$ cat src/rtl/hit_popup_renderer.sv
// ============================================================================
//  Module   : hit_popup_renderer
//  Purpose  : Draws the "perfect hit" popup sprite over the VGA picture.
//             - Turns the beam position into a sprite RAM read address.
//             - Tracks the popup lifetime: shown, then blinking, then gone.
//             - Drifts the popup upward as it ages.
//             - Maps the returned palette index to a 24-bit RGB overlay pixel.
//  Ports    : Clk, Reset_n           - clock, asynchronous active-low reset
//             DrawX, DrawY           - current beam position
//             frame_start            - one pulse per frame (vertical blank)
//             hit_perfect            - one pulse: trigger / retrigger popup
//             read_address           - registered sprite RAM address
//             spr_data               - palette index, one cycle after address
//             ovl_rgb, ovl_valid     - overlay pixel (3 cycles after DrawX/Y)
//             popup_active           - popup is on screen (SHOW or BLINK)
//  Revision : 1.0 - initial release
// ============================================================================
`default_nettype none

module hit_popup_renderer #(
  parameter int SPR_W        = 157,
  parameter int SPR_H        = 136,
  parameter int POS_X        = 241,
  parameter int POS_Y        = 180,
  parameter int SHOW_FRAMES  = 60,
  parameter int BLINK_FRAMES = 20,
  parameter int BLINK_PERIOD = 4,
  parameter int RISE_DIV     = 3,
  parameter int RISE_MAX     = 16
) (
  input  logic        Clk,
  input  logic        Reset_n,
  input  logic [9:0]  DrawX,
  input  logic [9:0]  DrawY,
  input  logic        frame_start,
  input  logic        hit_perfect,
  output logic [18:0] read_address,
  input  logic [2:0]  spr_data,
  output logic [23:0] ovl_rgb,
  output logic        ovl_valid,
  output logic        popup_active
);

  localparam int CNT_W  = $clog2(SHOW_FRAMES + 1);
  localparam int RISE_W = $clog2(RISE_MAX + 1);
  localparam int RDIV_W = $clog2(RISE_DIV + 1);
  localparam int BDIV_W = $clog2(BLINK_PERIOD + 1);

  localparam logic [CNT_W-1:0]  C_SHOW_CNT  = CNT_W'(SHOW_FRAMES);
  localparam logic [CNT_W-1:0]  C_BLINK_CNT = CNT_W'(BLINK_FRAMES);
  localparam logic [RISE_W-1:0] C_RISE_MAX  = RISE_W'(RISE_MAX);
  localparam logic [RDIV_W-1:0] C_RDIV_LAST = RDIV_W'(RISE_DIV - 1);
  localparam logic [BDIV_W-1:0] C_BDIV_LAST = BDIV_W'(BLINK_PERIOD - 1);
  localparam logic [10:0]       C_POS_X     = 11'(POS_X);
  localparam logic [10:0]       C_POS_Y     = 11'(POS_Y);
  localparam logic [10:0]       C_SPR_W11   = 11'(SPR_W);
  localparam logic [10:0]       C_SPR_H11   = 11'(SPR_H);
  localparam logic [18:0]       C_SPR_W19   = 19'(SPR_W);

  typedef enum logic [1:0] {
    S_IDLE  = 2'd0,
    S_SHOW  = 2'd1,
    S_BLINK = 2'd2
  } state_t;

  state_t              state_q, state_d;
  logic [CNT_W-1:0]    frame_cnt_q, frame_cnt_d;
  logic [RISE_W-1:0]   rise_q, rise_d;
  logic [RDIV_W-1:0]   rise_div_q, rise_div_d;
  logic [BDIV_W-1:0]   blink_div_q, blink_div_d;
  logic                visible_q, visible_d;
  logic                popup_active_q, popup_active_d;

  // --------------------------------------------------------------------------
  // Lifetime FSM next-state logic. A hit always wins over frame_start, so a
  // retrigger in the same cycle as a frame tick restarts from a clean state.
  // --------------------------------------------------------------------------
  always_comb begin
    state_d     = state_q;
    frame_cnt_d = frame_cnt_q;
    rise_d      = rise_q;
    rise_div_d  = rise_div_q;
    blink_div_d = blink_div_q;
    visible_d   = visible_q;

    if (hit_perfect) begin
      state_d     = S_SHOW;
      frame_cnt_d = C_SHOW_CNT;
      rise_d      = '0;
      rise_div_d  = '0;
      blink_div_d = '0;
      visible_d   = 1'b1;
    end else if (frame_start && (state_q != S_IDLE)) begin
      frame_cnt_d = frame_cnt_q - CNT_W'(1);

      // Upward drift: one pixel every RISE_DIV frames, capped.
      if (rise_div_q == C_RDIV_LAST) begin
        rise_div_d = '0;
        if (rise_q != C_RISE_MAX) begin
          rise_d = rise_q + RISE_W'(1);
        end
      end else begin
        rise_div_d = rise_div_q + RDIV_W'(1);
      end

      if (state_q == S_SHOW) begin
        if (frame_cnt_d == C_BLINK_CNT) begin
          state_d     = S_BLINK;
          blink_div_d = '0;
          visible_d   = 1'b1;
        end
      end else begin
        if (blink_div_q == C_BDIV_LAST) begin
          blink_div_d = '0;
          visible_d   = ~visible_q;
        end else begin
          blink_div_d = blink_div_q + BDIV_W'(1);
        end
        if (frame_cnt_d == '0) begin
          state_d = S_IDLE;
        end
      end
    end

    popup_active_d = (state_d != S_IDLE);
  end

  always_ff @(posedge Clk or negedge Reset_n) begin
    if (!Reset_n) begin
      state_q        <= S_IDLE;
      frame_cnt_q    <= '0;
      rise_q         <= '0;
      rise_div_q     <= '0;
      blink_div_q    <= '0;
      visible_q      <= 1'b0;
      popup_active_q <= 1'b0;
    end else begin
      state_q        <= state_d;
      frame_cnt_q    <= frame_cnt_d;
      rise_q         <= rise_d;
      rise_div_q     <= rise_div_d;
      blink_div_q    <= blink_div_d;
      visible_q      <= visible_d;
      popup_active_q <= popup_active_d;
    end
  end

  // --------------------------------------------------------------------------
  // Geometry and address. Everything is widened to 11 bits so that the box
  // edges near the right/bottom of the screen cannot wrap.
  // --------------------------------------------------------------------------
  logic [10:0] x11, y11, top11, rel_x, rel_y;
  logic        in_box;
  logic [18:0] addr_raw;
  logic [18:0] read_address_d;
  logic        flag1_d;

  always_comb begin
    x11      = {1'b0, DrawX};
    y11      = {1'b0, DrawY};
    top11    = C_POS_Y - {{(11-RISE_W){1'b0}}, rise_q};
    in_box   = (x11 >= C_POS_X) && (x11 < C_POS_X + C_SPR_W11) &&
               (y11 >= top11)   && (y11 < top11 + C_SPR_H11);
    rel_x    = x11 - C_POS_X;
    rel_y    = y11 - top11;
    addr_raw = {8'b0, rel_y} * C_SPR_W19 + {8'b0, rel_x};
    read_address_d = in_box ? addr_raw : '0;
    flag1_d  = in_box && (state_q != S_IDLE) && visible_q;
  end

  // --------------------------------------------------------------------------
  // Output pipeline: stage 1 = address + flag, stage 2 = RAM read (flag rides
  // along), stage 3 = palette lookup.
  // --------------------------------------------------------------------------
  logic [18:0] read_address_q;
  logic        flag1_q, flag2_q;
  logic [23:0] ovl_rgb_q, ovl_rgb_d;
  logic        ovl_valid_q, ovl_valid_d;

  always_comb begin
    ovl_valid_d = flag2_q && (spr_data != 3'd0);
    ovl_rgb_d   = 24'h000000;
    if (ovl_valid_d) begin
      case (spr_data)
        3'd1:    ovl_rgb_d = 24'hFFFFFF;
        3'd2:    ovl_rgb_d = 24'hFFD700;
        3'd3:    ovl_rgb_d = 24'hFFA500;
        3'd4:    ovl_rgb_d = 24'hFF4500;
        3'd5:    ovl_rgb_d = 24'h00BFFF;
        3'd6:    ovl_rgb_d = 24'h1E90FF;
        3'd7:    ovl_rgb_d = 24'h202020;
        default: ovl_rgb_d = 24'h000000;
      endcase
    end
  end

  always_ff @(posedge Clk or negedge Reset_n) begin
    if (!Reset_n) begin
      read_address_q <= '0;
      flag1_q        <= 1'b0;
      flag2_q        <= 1'b0;
      ovl_rgb_q      <= '0;
      ovl_valid_q    <= 1'b0;
    end else begin
      read_address_q <= read_address_d;
      flag1_q        <= flag1_d;
      flag2_q        <= flag1_q;
      ovl_rgb_q      <= ovl_rgb_d;
      ovl_valid_q    <= ovl_valid_d;
    end
  end

  assign read_address = read_address_q;
  assign ovl_rgb      = ovl_rgb_q;
  assign ovl_valid    = ovl_valid_q;
  assign popup_active = popup_active_q;

endmodule

`default_nettype wire

$ cat config.mk
export PLATFORM = sky130hd
export DESIGN_NAME = hit_popup_renderer
export DESIGN_NICKNAME = d
export VERILOG_FILES = /design/src/rtl/hit_popup_renderer.sv
export SDC_FILE = /design/constraint.sdc
export NUM_CORES = 1
export LEC_CHECK = 0
export ABC_AREA = 1
export CAP_MARGIN = 40
export CELL_PAD_IN_SITES_DETAIL_PLACEMENT = 0
export CELL_PAD_IN_SITES_GLOBAL_PLACEMENT = 1
export CORE_MARGIN = 2
export CORE_UTILIZATION = 35
export DETAILED_ROUTE_END_ITERATION = 6
export PLACE_DENSITY = 0.71
export RECOVER_POWER = 50
export SLEW_MARGIN = 20
export SYNTH_ARGS = -nofsm -noshare
export SYNTH_HDL_FRONTEND = slang
export SYNTH_SLANG_ARGS = --single-unit
$ cat constraint.sdc
create_clock -name Clk -period 5.1 [get_ports Clk]
set_input_delay 0.765 -clock Clk [delete_from_list [all_inputs] [get_ports Clk]]
set_output_delay 0.765 -clock Clk [all_outputs]
set_load 0.01 [all_outputs]
---- Word-level counts from Yosys, hierarchy flattened ----
Index checks and enable logic that the tools add are counted.
word-level totals
  bits in registers ....................... 66
  bits of input ports ..................... 27
  output and inout bits ................... 45
  logic and storage cells ................. 85
cells by class
  add/subtract/negate cells ............... 9
  $mul .................................... 1
  order comparisons ....................... 4
  equality and inequality tests ........... 13
  multiplexer cells ....................... 27
  bitwise operators ....................... 1
  reductions and logical operators ........ 18
operators with widths
  kind                   count
  $pmux 24 s7            1
  $mux 24                1
  $mux 5                 4
  $add 19x11->19         1
  $mul 11x8->19 const B  1
  $mux 19                1
  $mux 2                 8
  $mux 3                 5
  $eq 3x3->1 const B     4
  $mux 6                 2
  $ge 10x11->1           1
  $lt 10x11->1           1
  $sub 10x11->11         1
  $sub 10x8->11 const B  1
  $add 9x9->10 const B   1
  $ge 10x8->1 const B    1
  $lt 10x9->1 const B    1
  $reduce_bool 2->1      5
  $eq 3x2->1 const B     3
  $sub 8x5->9 const A    1
  $logic_and 1x1->1      7
  $eq 6x5->1 const B     1
  $logic_not 6->1        1
  $reduce_and 3->1       2
  other kinds (13)       18

---- Depth between registers and ports, before layout ----
Gate-level depths: netlist (run 1).
  depth in word-level cells ............... 7
  depth in mapped cells ................... 34
  gate-level depth less buffers ........... 34

---- Worst setup path after synthesis (run 1) ----
Ideal clock, no wire load.
  path kind ............................... input-to-reg
  start ................................... in DrawY[0]
  end ..................................... reg read_address_q[16], in the netlist read_address[16]
  setup time .............................. 72 ps
  data arrival time ....................... 5424 ps
  data required time ...................... 5028 ps
  setup slack ............................. -395 ps
  stages on the path ...................... 22
  buffers on the path ..................... 0
  cell sequence ........................... inv_1 ha_1 fa_1 o21ai_2 nand4_4 nand3_1 nand2_1 xor2_1 ha_1 xor2_1 ha_1 fa_1 inv_1 fa_1 inv_1 ha_1 a21oi_1 o21ai_0 a21oi_1 o21ai_0 xor2_1 nor2_1
between the ends
  word-level cells in the longest chain between the ends .. 4
  elaborated cells on any way between the ends .. 8
RTL lines
  item                                                        RTL line  RTL
  from (decl)                                                 34        input logic [9:0] DrawY,
  $sub 10x11->11 / $ge 10x11->1 (equally long branches)       165, 163
  $mul 11x8->19 / $logic_and 1x1->1 (equally long branches)   166, 162
  $add 19x11->19 / $logic_and 1x1->1 (equally long branches)  166, 163
  $mux 19 (*)                                                 167       read_address_d = in_box ? addr_raw : '0;
  named net read_address_d[16]                                155       logic [18:0] read_address_d;
  to (signal assigned)                                        205       read_address_q <= read_address_d;
  to (decl)                                                   175       logic [18:0] read_address_q;
Mark *: on every way through the listed nets, which the timed path passes. The rest lies on a longest branch.
A chain may end at the register's enable or synchronous reset.

---- Worst setup path after layout (run 1) ----
  start ................................... reg rise_q[0]
  end ..................................... reg read_address_q[17], in the netlist read_address[17]
between the ends
  word-level cells in the longest chain between the ends .. 5
  elaborated cells on any way between the ends .. 10
RTL lines
  item                                                        RTL line  RTL
  from (decl)                                                 68        logic [RISE_W-1:0] rise_q, rise_d;
  from (signal assigned)                                      140       rise_q <= rise_d;
  $sub 8x5->9 (*)                                             161       top11 = C_POS_Y - {{(11-RISE_W){1'b0}}, rise_q};
  $sub 10x11->11, or another cell as far along                165       rel_y = y11 - top11;
  $mul 11x8->19, or another cell as far along                 166       addr_raw = {8'b0, rel_y} * C_SPR_W19 + {8'b0, rel_x};
  $add 19x11->19 / $logic_and 1x1->1 (equally long branches)  166, 163
  $mux 19 (*)                                                 167
  named net read_address_d[17]                                155
Marked as above.

==> out/results.tsv, run 1 <==
stage	metric	value	unit
clock_network	postCtsHoldBufs	0	
yosys	yosysWarningCount	0	
critical_path	crit_path_end_kind	flip-flop	
yosys	synth.avg_cell_area	8.21	um2
timing	fmax	195	MHz
yosys	netlist_area	5260	um2
layout	drive_above_1_share	0.312	
clock_network	root_buffer	clkbuf_16	
timing	layout_setup_ws	-0.0210	ns
yosys	synth.distinct_cells	43	
detailed_routing	first_iter_violations	193	
layout	layout.nets	962	
floorplan	die_h	127	um
critical_path	cp_common_cell	inv_2	
grt	grt_use_total	0.164	
timing	finalHoldViolCount	0	
critical_path	cp.arrival	5.30	ns
critical_path	worst_path_largest_cell_delay	0.56	ns
yosys	ys_seq_elements	54	
floorplan	io_pins	72	
floorplan	initial_core_util	0.361	
floorplan	fp-row-count	44	
grt	grt_pass1_vias	4806	
timing	tightest_slew	2.90	ns
clock_network	htreeDepth	2	
critical_path	startpoint_type	flip-flop	
layout	layout.cells.non_filler	1020	
layout	multi_input_area	3870	um2
detailed_routing	antenna_left	0	
grt	antenna_found_initial	0	
clock_network	insertion_delay	0.30	ns
critical_path	critPathKind	flip-flop to flip-flop	
layout	fill_cells	1287	
timing	period_share	1.00	
timing	slew-limit-headroom	-0.931	
placed_design	place_inst	974	
placed_design	port_buffers	71	
yosys	synth_xor_area_frac	0.0530	
run_status	violations	capacitance limit, slew limit, setup timing	
layout	seq_area	1350	um2
critical_path	worst_path_max_delay_cell	fa_1	
critical_path	r2r_slack	-0.02	ns
timing	timing.setup.tns	-0.0361	ns
critical_path	required	5.28	ns
yosys	syn_inst	641	
critical_path	critPathTopFamily	adder cells	
floorplan	core	14600	um2
grt	grt_pass1_wl	21600	um
timing	finClkSkew	0.00639	ns
floorplan	die-area	16000	um2
timing	fin_crit	5.12	ns
layout	area_delta_synth_final	49.1	%
timing	hold_ws	0.354	ns
clock_network	clockBufferDepth	2	
detailed_routing	drt-vias-per-instance	4.67	
yosys	synth_compound_area_frac	0.0771	
yosys	ys_seq_area_frac	0.257	
yosys	synth_top_family_by_area	adder cells	
flow_run	maxCapViolCount	1	
yosys	synth_nets	768	
detailed_routing	num_vias	4768	
detailed_routing	drcViolationCount	0	
critical_path	worstReg2RegStart	rise_q[0]	
floorplan	die_x	127	um
min_path	min-delay-start	flag1_q	
detailed_routing	wire_per_inst	13.3	um
yosys	synthAdderAreaFrac	0.282	
grt	overflow	0	
clock_network	cts.sinks	54	
yosys	yosys.area_share.simple	0.207	
detailed_routing	drt-pass1-iter-count	4	
run_status	status	finished with violations	
critical_path	worstSetupStartpoint	rise_q[0]	
placed_design	dp.final_hpwl	9990	um
grt	grt_max_degree	55	
clock_network	cts_inserted_buffers	5	
timing	rsz0062_at_grt	yes	
detailed_routing	wl	13600	um
yosys	synth.area.mux_share	0	
min_path	hp-class	flip-flop to flip-flop	
timing	maxSlewViolCount	55	
timing	setup_violations	3	
clock_network	cts_tree	yes	
critical_path	critPathMaxFanout	4	
critical_path	critical_path_buf_inv_count	7	
layout	antenna_cells	0	
clock_network	cts.clk_slew.worst_paths	0.07	ns
placed_design	place.gp.congestion	0.839	
==> sequential cells by signal (all words and copies together), names as in the netlist <==
| register | flops |
|---|---|
| flag1_q | 1 |
| rise_div_q | 2 |
| state_q | 2 |
| rise_q | 5 |
| ovl_rgb | 12 |
| blink_div_q | 3 |
| popup_active | 1 |
| visible_q | 1 |
| read_address | 19 |
| frame_cnt_q | 6 |
| ovl_valid | 1 |
| flag2_q | 1 |
==> cells in the mapped netlist (all sizes together) <==
master   number  area [um2]
xnor2        15         139
a21oi        34         174
a22oi         3        22.5
o21ai        22         114
buf          14         100
o21bai        1        7.51
nand3b        3        22.5
o31ai         1        7.51
or2           3        18.8
ha           69         863
nand4        12        90.1
xor2         16         140
clkinv        1        3.75
and2          1        6.26
fa           31         621
nor3          5        30.0
a31oi         2        12.5
nor4          2        12.5
a21boi        3        22.5
o22ai         1        6.26
o2111ai       1        8.76
nand3        38         235
a21o          3        22.5
o21a          1        7.51
inv         145         547
nand2       102         452
nor2         57         216
dfrtp        54        1350
and3          1        6.26
==> layout by cell type, fill, tap and decap left out, types with 4 or more instances in the layout <==
cell type        count
clkbuf_16            5
xnor2_1             13
ha_4                17
inv_1              126
nand4_1             11
fa_1                26
clkdlybuf4s50_1     65
xor2_1              15
nor2_1              49
nand2_2             20
buf_6                4
ha_1                51
a21oi_4              8
a21oi_2              5
nand2_1             71
buf_4              122
nor2_2               5
o21ai_0             16
inv_2               17
dfrtp_1             54
fa_2                 5
nor3_1               4
nand3_2              9
nand2_4             12
a21oi_1             21
nand3_1             26
==> layout make-up <==
type                       instances  share of cell area
multi-input combinational        429               0.493
timing repair buffer             199               0.215
sequential                        54               0.172
inverter                         146              0.0708
tap                              184              0.0294
clock buffer                       5              0.0160
clock inverter                     3             0.00319
==> what timing repair did <==
item	CTS	global route
pin swaps	36	54
buffers inserted	25	11
setup endpoints to repair	12	20
gates resized for setup	48	63
gates cloned	0	2
==> per-stage QoR <==
stage	instance area [um2]	worst slack, ns	util
finish	7840	-0.0210	0.538
global route	7840	-0.232	0.538
CTS	7460	0.00945	0.511
detailed placement	6910	-0.779	0.473
global placement	6910	-0.715	0.473
floorplan	5380	0.00836	-
==> logic make-up (layout without fill, tap and decap cells) <==
family | count (synthesis) | count (layout)
XOR/XNOR | 31 | 31
adder cells (fa/ha/maj) | 100 | 100
AND/OR/NAND/NOR | 224 | 226
flip-flops | 54 | 54
buffers and inverters | 160 | 353
AO/OA/AOI/OAI | 72 | 72
==> metal layers <==
layer,wire (um),track usage,up-vias
li1,-,-,2384
met5,0,0,-
met1,5900,0.206,2274
met3,393,0.0186,17
met2,6990,0.295,93
met4,265,0.0511,0
==> worst paths after layout <==
| path | cells after the start | to |
|---|---|---|
| max | 28 | read_address[17] |
| min reg2reg | 0 | flag2_q |
| max in group asynchronous | 2 | read_address[9] |
| max reg2reg | 28 | read_address[17] |
| min in group asynchronous | 2 | frame_cnt_q[2] |
| min | 0 | flag2_q |
Power of run 1 is not shown: default switching activity piles up to over one toggle a cycle in this logic, so the estimate is an artifact.
==> run 2: changes to the inputs <==
--- a/config.mk
+++ b/config.mk
@@ -11,6 +11,7 @@
 export CELL_PAD_IN_SITES_GLOBAL_PLACEMENT = 1
 export CORE_MARGIN = 2
 export CORE_UTILIZATION = 35
+export CTS_BUF_LIST = sky130_fd_sc_hd__clkbuf_8
 export DETAILED_ROUTE_END_ITERATION = 6
 export PLACE_DENSITY = 0.71
 export RECOVER_POWER = 50
==> out/results.tsv, run 2 (synthesis gave the netlist of run 1 again) <==
stage	metric	value	unit	change
critical_path	critical_path_buf_inv_count	7		unchanged
layout	seq_area	1350	um2	unchanged
floorplan	die_x	127	um	unchanged
detailed_routing	drt-pass1-iter-count	5		was 4
grt	grt_max_degree	55		unchanged
clock_network	clockBufferDepth	2		unchanged
layout	area_delta_synth_final	44.8	%	was 49.1%
clock_network	insertion_delay	0.32	ns	was 0.30 ns
clock_network	postCtsHoldBufs	0		unchanged
critical_path	crit_path_end_kind	flip-flop		unchanged
detailed_routing	num_vias	4691		was 4768
critical_path	cp.depth	27		was 28
grt	grt_use_total	0.161		was 0.164
run_status	violations	capacitance limit, slew limit		was capacitance limit, slew limit, setup timing
critical_path	critPathKind	flip-flop to flip-flop		unchanged
detailed_routing	first_iter_violations	196		was 193
timing	period_share	0.997		was 1.00
detailed_routing	wl	12700	um	was 13600 um
layout	largest_register_ffs	19		unchanged
timing	tightest_slew	2.88	ns	was 2.90 ns
clock_network	cts.clk_slew.worst_paths	0.11	ns	was 0.07 ns
grt	antenna_found_initial	0		unchanged
floorplan	core	14600	um2	unchanged
floorplan	die_h	127	um	unchanged
floorplan	die-area	16000	um2	unchanged
timing	setup_violations	0		was 3
min_path	hold_depth	0		unchanged
min_path	hp-class	flip-flop to flip-flop		unchanged
timing	hold_ws	0.361	ns	was 0.354 ns
critical_path	critPathMaxFanout	4		unchanged
clock_network	root_buffer	clkbuf_8		was clkbuf_16
layout	antenna_cells	0		unchanged
critical_path	worstRegToRegCells	27		was 28
clock_network	htreeDepth	2		unchanged
clock_network	cts_tree	yes		unchanged
timing	slew-limit-headroom	-0.920		was -0.931
layout	final_common_cell	inv_1		unchanged
grt	overflow	0		unchanged
layout	layout.nets	952		was 962
detailed_routing	wire_per_inst	12.6	um	was 13.3 um
floorplan	fp-row-count	44		unchanged
critical_path	worst_path_largest_cell_delay	0.54	ns	was 0.56 ns
floorplan	initial_core_util	0.361		unchanged
layout	fill_cells	1321		was 1287
placed_design	port_buffers	71		unchanged
critical_path	required	5.30	ns	was 5.28 ns
critical_path	cp.arrival	5.28	ns	was 5.30 ns
timing	finClkSkew	0.00853	ns	was 0.00639 ns
placed_design	dp.final_hpwl	9990	um	unchanged
grt	grt_pass1_wl	21300	um	was 21600 um
floorplan	io_pins	72		unchanged
detailed_routing	antenna_left	0		unchanged
critical_path	critPathTopFamily	adder cells		unchanged
detailed_routing	drcViolationCount	0		unchanged
placed_design	place.gp.congestion	0.839		unchanged
critical_path	cp_common_cell	ha_4		was inv_2
flow_run	maxCapViolCount	1		unchanged
critical_path	startpoint_type	flip-flop		unchanged
clock_network	cts_inserted_buffers	5		unchanged
timing	maxSlewViolCount	55		unchanged
detailed_routing	drt-vias-per-instance	4.64		was 4.67
layout	drive_above_1_share	0.285		was 0.312
layout	multi_input_area	3780	um2	was 3870 um2
grt	grt_pass1_vias	4751		was 4806
timing	finalHoldViolCount	0		unchanged
layout	final_cell_mix	inv_1, buf_4, nand2_1		unchanged
clock_network	cts.sinks	54		unchanged
run_status	status	finished with violations		unchanged
critical_path	worst_path_max_delay_cell	fa_1		unchanged
timing	rsz0062_at_grt	yes		unchanged
timing	fin_crit	5.08	ns	was 5.12 ns
timing	fmax	197	MHz	was 195 MHz
run 2: final timing paths:
| path | start | endpoint | slack (ns) |
|---|---|---|---|
| max | rise_q[0] | read_address[13] | 0.02 |
| min | flag1_q | flag2_q | 0.36 |
| max reg2reg | rise_q[0] | read_address[13] | 0.02 |
| min reg2reg | flag1_q | flag2_q | 0.36 |
| max in group asynchronous | Reset_n | read_address[9] | 2.01 |
| min in group asynchronous | Reset_n | frame_cnt_q[2] | 1.46 |
run 2: final cells by class:
| cell class | count | share of cell area |
|---|---|---|
| multi-input cells | 427 | 0.496 |
| repair buffers | 191 | 0.211 |
| flip-flops and latches | 54 | 0.177 |
| inverters | 146 | 0.0729 |
| well taps | 184 | 0.0302 |
| clock buffers | 5 | 0.00904 |
| clock inverters | 3 | 0.00329 |
run 2: metrics by stage:
stage / setup WS (ns) / TNS (ns) / cells / util / instance area, um2
2_1_floorplan: 0.00836 / 0 / 641 / - / 5380
3_3_place_gp: -0.715 / -7.70 / 974 / 0.473 / 6910
3_5_place_dp: -0.779 / -8.40 / 974 / 0.473 / 6910
4_1_cts: 0.00989 / 0 / 1005 / 0.508 / 7410
5_1_grt: -0.256 / -1.60 / 1010 / 0.522 / 7620
6_report: 0.0168 / 0 / 1010 / 0.522 / 7620
run 2: routing by layer:
metal  global-route usage  routed length [um]  part of all wire
met5                    0                   0                 0
met4               0.0401                 207             0.016
met3               0.0169                 324             0.025
met2                0.292                6420              0.50
met1                0.206                5760              0.45
run 2: repair_timing:
| item | 4_1_cts | 5_1_grt |
|---|---|---|
| setup buffers | 23 | 5 |
| resized for setup | 50 | 34 |
| endpoints found under the setup margin | 12 | 20 |
| pin swaps | 34 | 46 |
| hold endpoints to repair | 0 | 0 |
| gates cloned | 0 | 0 |
Power of run 2 is left out for the same reason.
==> run 3: changes to the inputs <==
--- a/config.mk
+++ b/config.mk
@@ -9,6 +9,7 @@
 export CAP_MARGIN = 40
 export CELL_PAD_IN_SITES_DETAIL_PLACEMENT = 0
 export CELL_PAD_IN_SITES_GLOBAL_PLACEMENT = 1
+export CORE_ASPECT_RATIO = 0.7
 export CORE_MARGIN = 2
 export CORE_UTILIZATION = 35
 export CTS_BUF_LIST = sky130_fd_sc_hd__clkbuf_8
==> out/results.tsv, run 3 (synthesis gave the netlist of run 1 again) <==
stage	metric	value	unit	change
critical_path	worst_path_max_delay_cell	fa_1		unchanged
floorplan	die-area	16000	um2	about the same
clock_network	cts_tree	yes		unchanged
layout	largest_register_ffs	19		unchanged
layout	layout.nets	935		was 952
grt	grt_pass1_vias	4716		was 4751
clock_network	htreeDepth	2		unchanged
clock_network	cts.clk_slew.worst_paths	0.12	ns	was 0.11 ns
min_path	hp-class	flip-flop to flip-flop		unchanged
detailed_routing	drt-vias-per-instance	4.65		was 4.64
layout	antenna_cells	0		unchanged
floorplan	io_pins	72		unchanged
grt	overflow	0		unchanged
detailed_routing	wl	12700	um	about the same
timing	finalHoldViolCount	0		unchanged
critical_path	worstRegToRegCells	26		was 27
timing	fmax	196	MHz	was 197 MHz
clock_network	root_buffer	clkbuf_8		unchanged
critical_path	r2r_slack	0.002	ns	was 0.02 ns
grt	grt_use_total	0.167		was 0.161
detailed_routing	num_vias	4666		was 4691
clock_network	postCtsHoldBufs	0		unchanged
timing	maxSlewViolCount	55		unchanged
layout	layout.cells.non_filler	1003		was 1010
layout	area_delta_synth_final	43.9	%	was 44.8%
critical_path	critPathMaxFanout	4		unchanged
critical_path	worstReg2RegStart	rise_q[1]		was rise_q[0]
min_path	min-delay-start	flag1_q		unchanged
detailed_routing	antenna_left	0		unchanged
timing	layout_setup_ws	0.00242	ns	was 0.0168 ns
floorplan	die_x	151	um	was 127 um
critical_path	critPathTopFamily	adder cells		unchanged
critical_path	critPathKind	flip-flop to flip-flop		unchanged
placed_design	place.gp.congestion	0.834		was 0.839
flow_run	maxCapViolCount	1		unchanged
floorplan	core	14700	um2	was 14600 um2
timing	finClkSkew	0.0324	ns	was 0.00853 ns
timing	tightest_slew	2.88	ns	about the same
clock_network	cts.sinks	54		unchanged
timing	setup_violations	0		unchanged
layout	fill_cells	1373		was 1321
critical_path	r2r-end	read_address[17]		was read_address[13]
min_path	hold_path_end	flag2_q		unchanged
critical_path	required	5.29	ns	was 5.30 ns
detailed_routing	first_iter_violations	212		was 196
critical_path	cp.arrival	5.28	ns	about the same
floorplan	fp-row-count	37		was 44
timing	hold_ws	0.360	ns	was 0.361 ns
detailed_routing	drcViolationCount	0		unchanged
placed_design	dp_slack	-0.790	ns	was -0.779 ns
floorplan	initial_core_util	0.358		was 0.361
layout	final_cell_mix	inv_1, buf_4, nand2_1		unchanged
clock_network	clockBufferDepth	2		unchanged
grt	antenna_found_initial	0		unchanged
grt	grt_max_degree	55		unchanged
timing	period_share	1.00		was 0.997
clock_network	insertion_delay	0.33	ns	was 0.32 ns
placed_design	place_inst	984		was 974
run_status	violations	capacitance limit, slew limit		unchanged
detailed_routing	wire_per_inst	12.7	um	was 12.6 um
timing	fin_crit	5.10	ns	was 5.08 ns
critical_path	startpoint_type	flip-flop		unchanged
critical_path	crit_path_end_kind	flip-flop		unchanged
layout	drive_above_1_share	0.277		was 0.285
run_status	status	finished with violations		unchanged
layout	utilization	0.516		was 0.522
timing	slew-limit-headroom	-0.922		was -0.920
timing	rsz0062_at_grt	yes		unchanged
placed_design	port_buffers	71		unchanged
detailed_routing	drt-pass1-iter-count	5		unchanged
min_path	hold_depth	0		unchanged
critical_path	worst_path_largest_cell_delay	0.53	ns	was 0.54 ns
grt	grt_pass1_wl	21600	um	was 21300 um
floorplan	die_h	107	um	was 127 um
critical_path	critical_path_buf_inv_count	6		was 7
clock_network	cts_inserted_buffers	5		unchanged
placed_design	dp.final_hpwl	10000	um	was 9990 um
critical_path	cp_common_cell	ha_4		unchanged
layout	final_common_cell	inv_1		unchanged
[run 3: cell types whose count changed in the layout (fill, tap and decap cells not counted), moves of 2 or more]
cell             change
dlygate4sd3_1        +3
clkdlybuf4s50_1      -3
nand2_1              -6
nand2_4              +2
ha_1                 -3
buf_4               -18
inv_1                +2
nand3_2              -2
nand3_4              +2
ha_4                 +2
nand2_2              +4
inv_4                -2
[run 3: final cells by class]
type,instances,area (um2),area share
multi-input combinational,427,3840,0.507
inverter,146,556,0.0734
clock inverter,2,13.8,0.00182
clock buffer,5,68.8,0.00909
timing repair buffer,174,1490,0.197
tap,195,244,0.0322
sequential,54,1350,0.179
[run 3: worst max path at each step]
| stage | start | endpoint | slack, ns | cells past startpoint |
|---|---|---|---|---|
| floorplan | DrawY[0] | read_address[15] | 0.008 | 24 |
| global placement | DrawY[0] | read_address[15] | -0.73 | 23 |
| detailed placement | DrawY[0] | read_address[18] | -0.79 | 24 |
| CTS | rise_q[1] | read_address[17] | 0.00007 | 25 |
| global route | rise_q[0] | read_address[16] | -0.19 | 26 |
| finish | rise_q[1] | read_address[17] | 0.002 | 26 |
[run 3: worst reg2reg max path: cells and delay by family, from the launching register on]
kind | cells | cell delay (ns)
compound gates | 3 | 0.55
xor+xnor | 3 | 0.48
fa+ha+maj | 7 | 2.44
buf+inv | 6 | 0.51
flops | 1 | 0.40
simple gates | 7 | 0.59
[run 3: repair_timing]
action                                  4_1_cts  5_1_grt
endpoints found under the setup margin       11       12
pin swaps                                    37       40
hold endpoints to repair                      0        0
cloned                                        0        0
resized for setup                            46       52
buffers inserted                              6        6
[run 3: metrics by stage]
stage / instance area (um2) / TNS, ns
6_report: 7570 / 0
5_1_grt: 7570 / -1.28
4_1_cts: 7260 / 0
3_5_place_dp: 6920 / -8.46
3_3_place_gp: 6920 / -7.83
2_1_floorplan: 5380 / 0
[run 3: layer usage]
layer  vias up  global-route usage  part of all wire
met5         -                   0                 0
met1      2232               0.243              0.50
met4         0              0.0243            0.0054
met2        95               0.271              0.45
met3         6              0.0227             0.043
li1       2333                   -                 -
Power of run 3 is left out for the same reason.
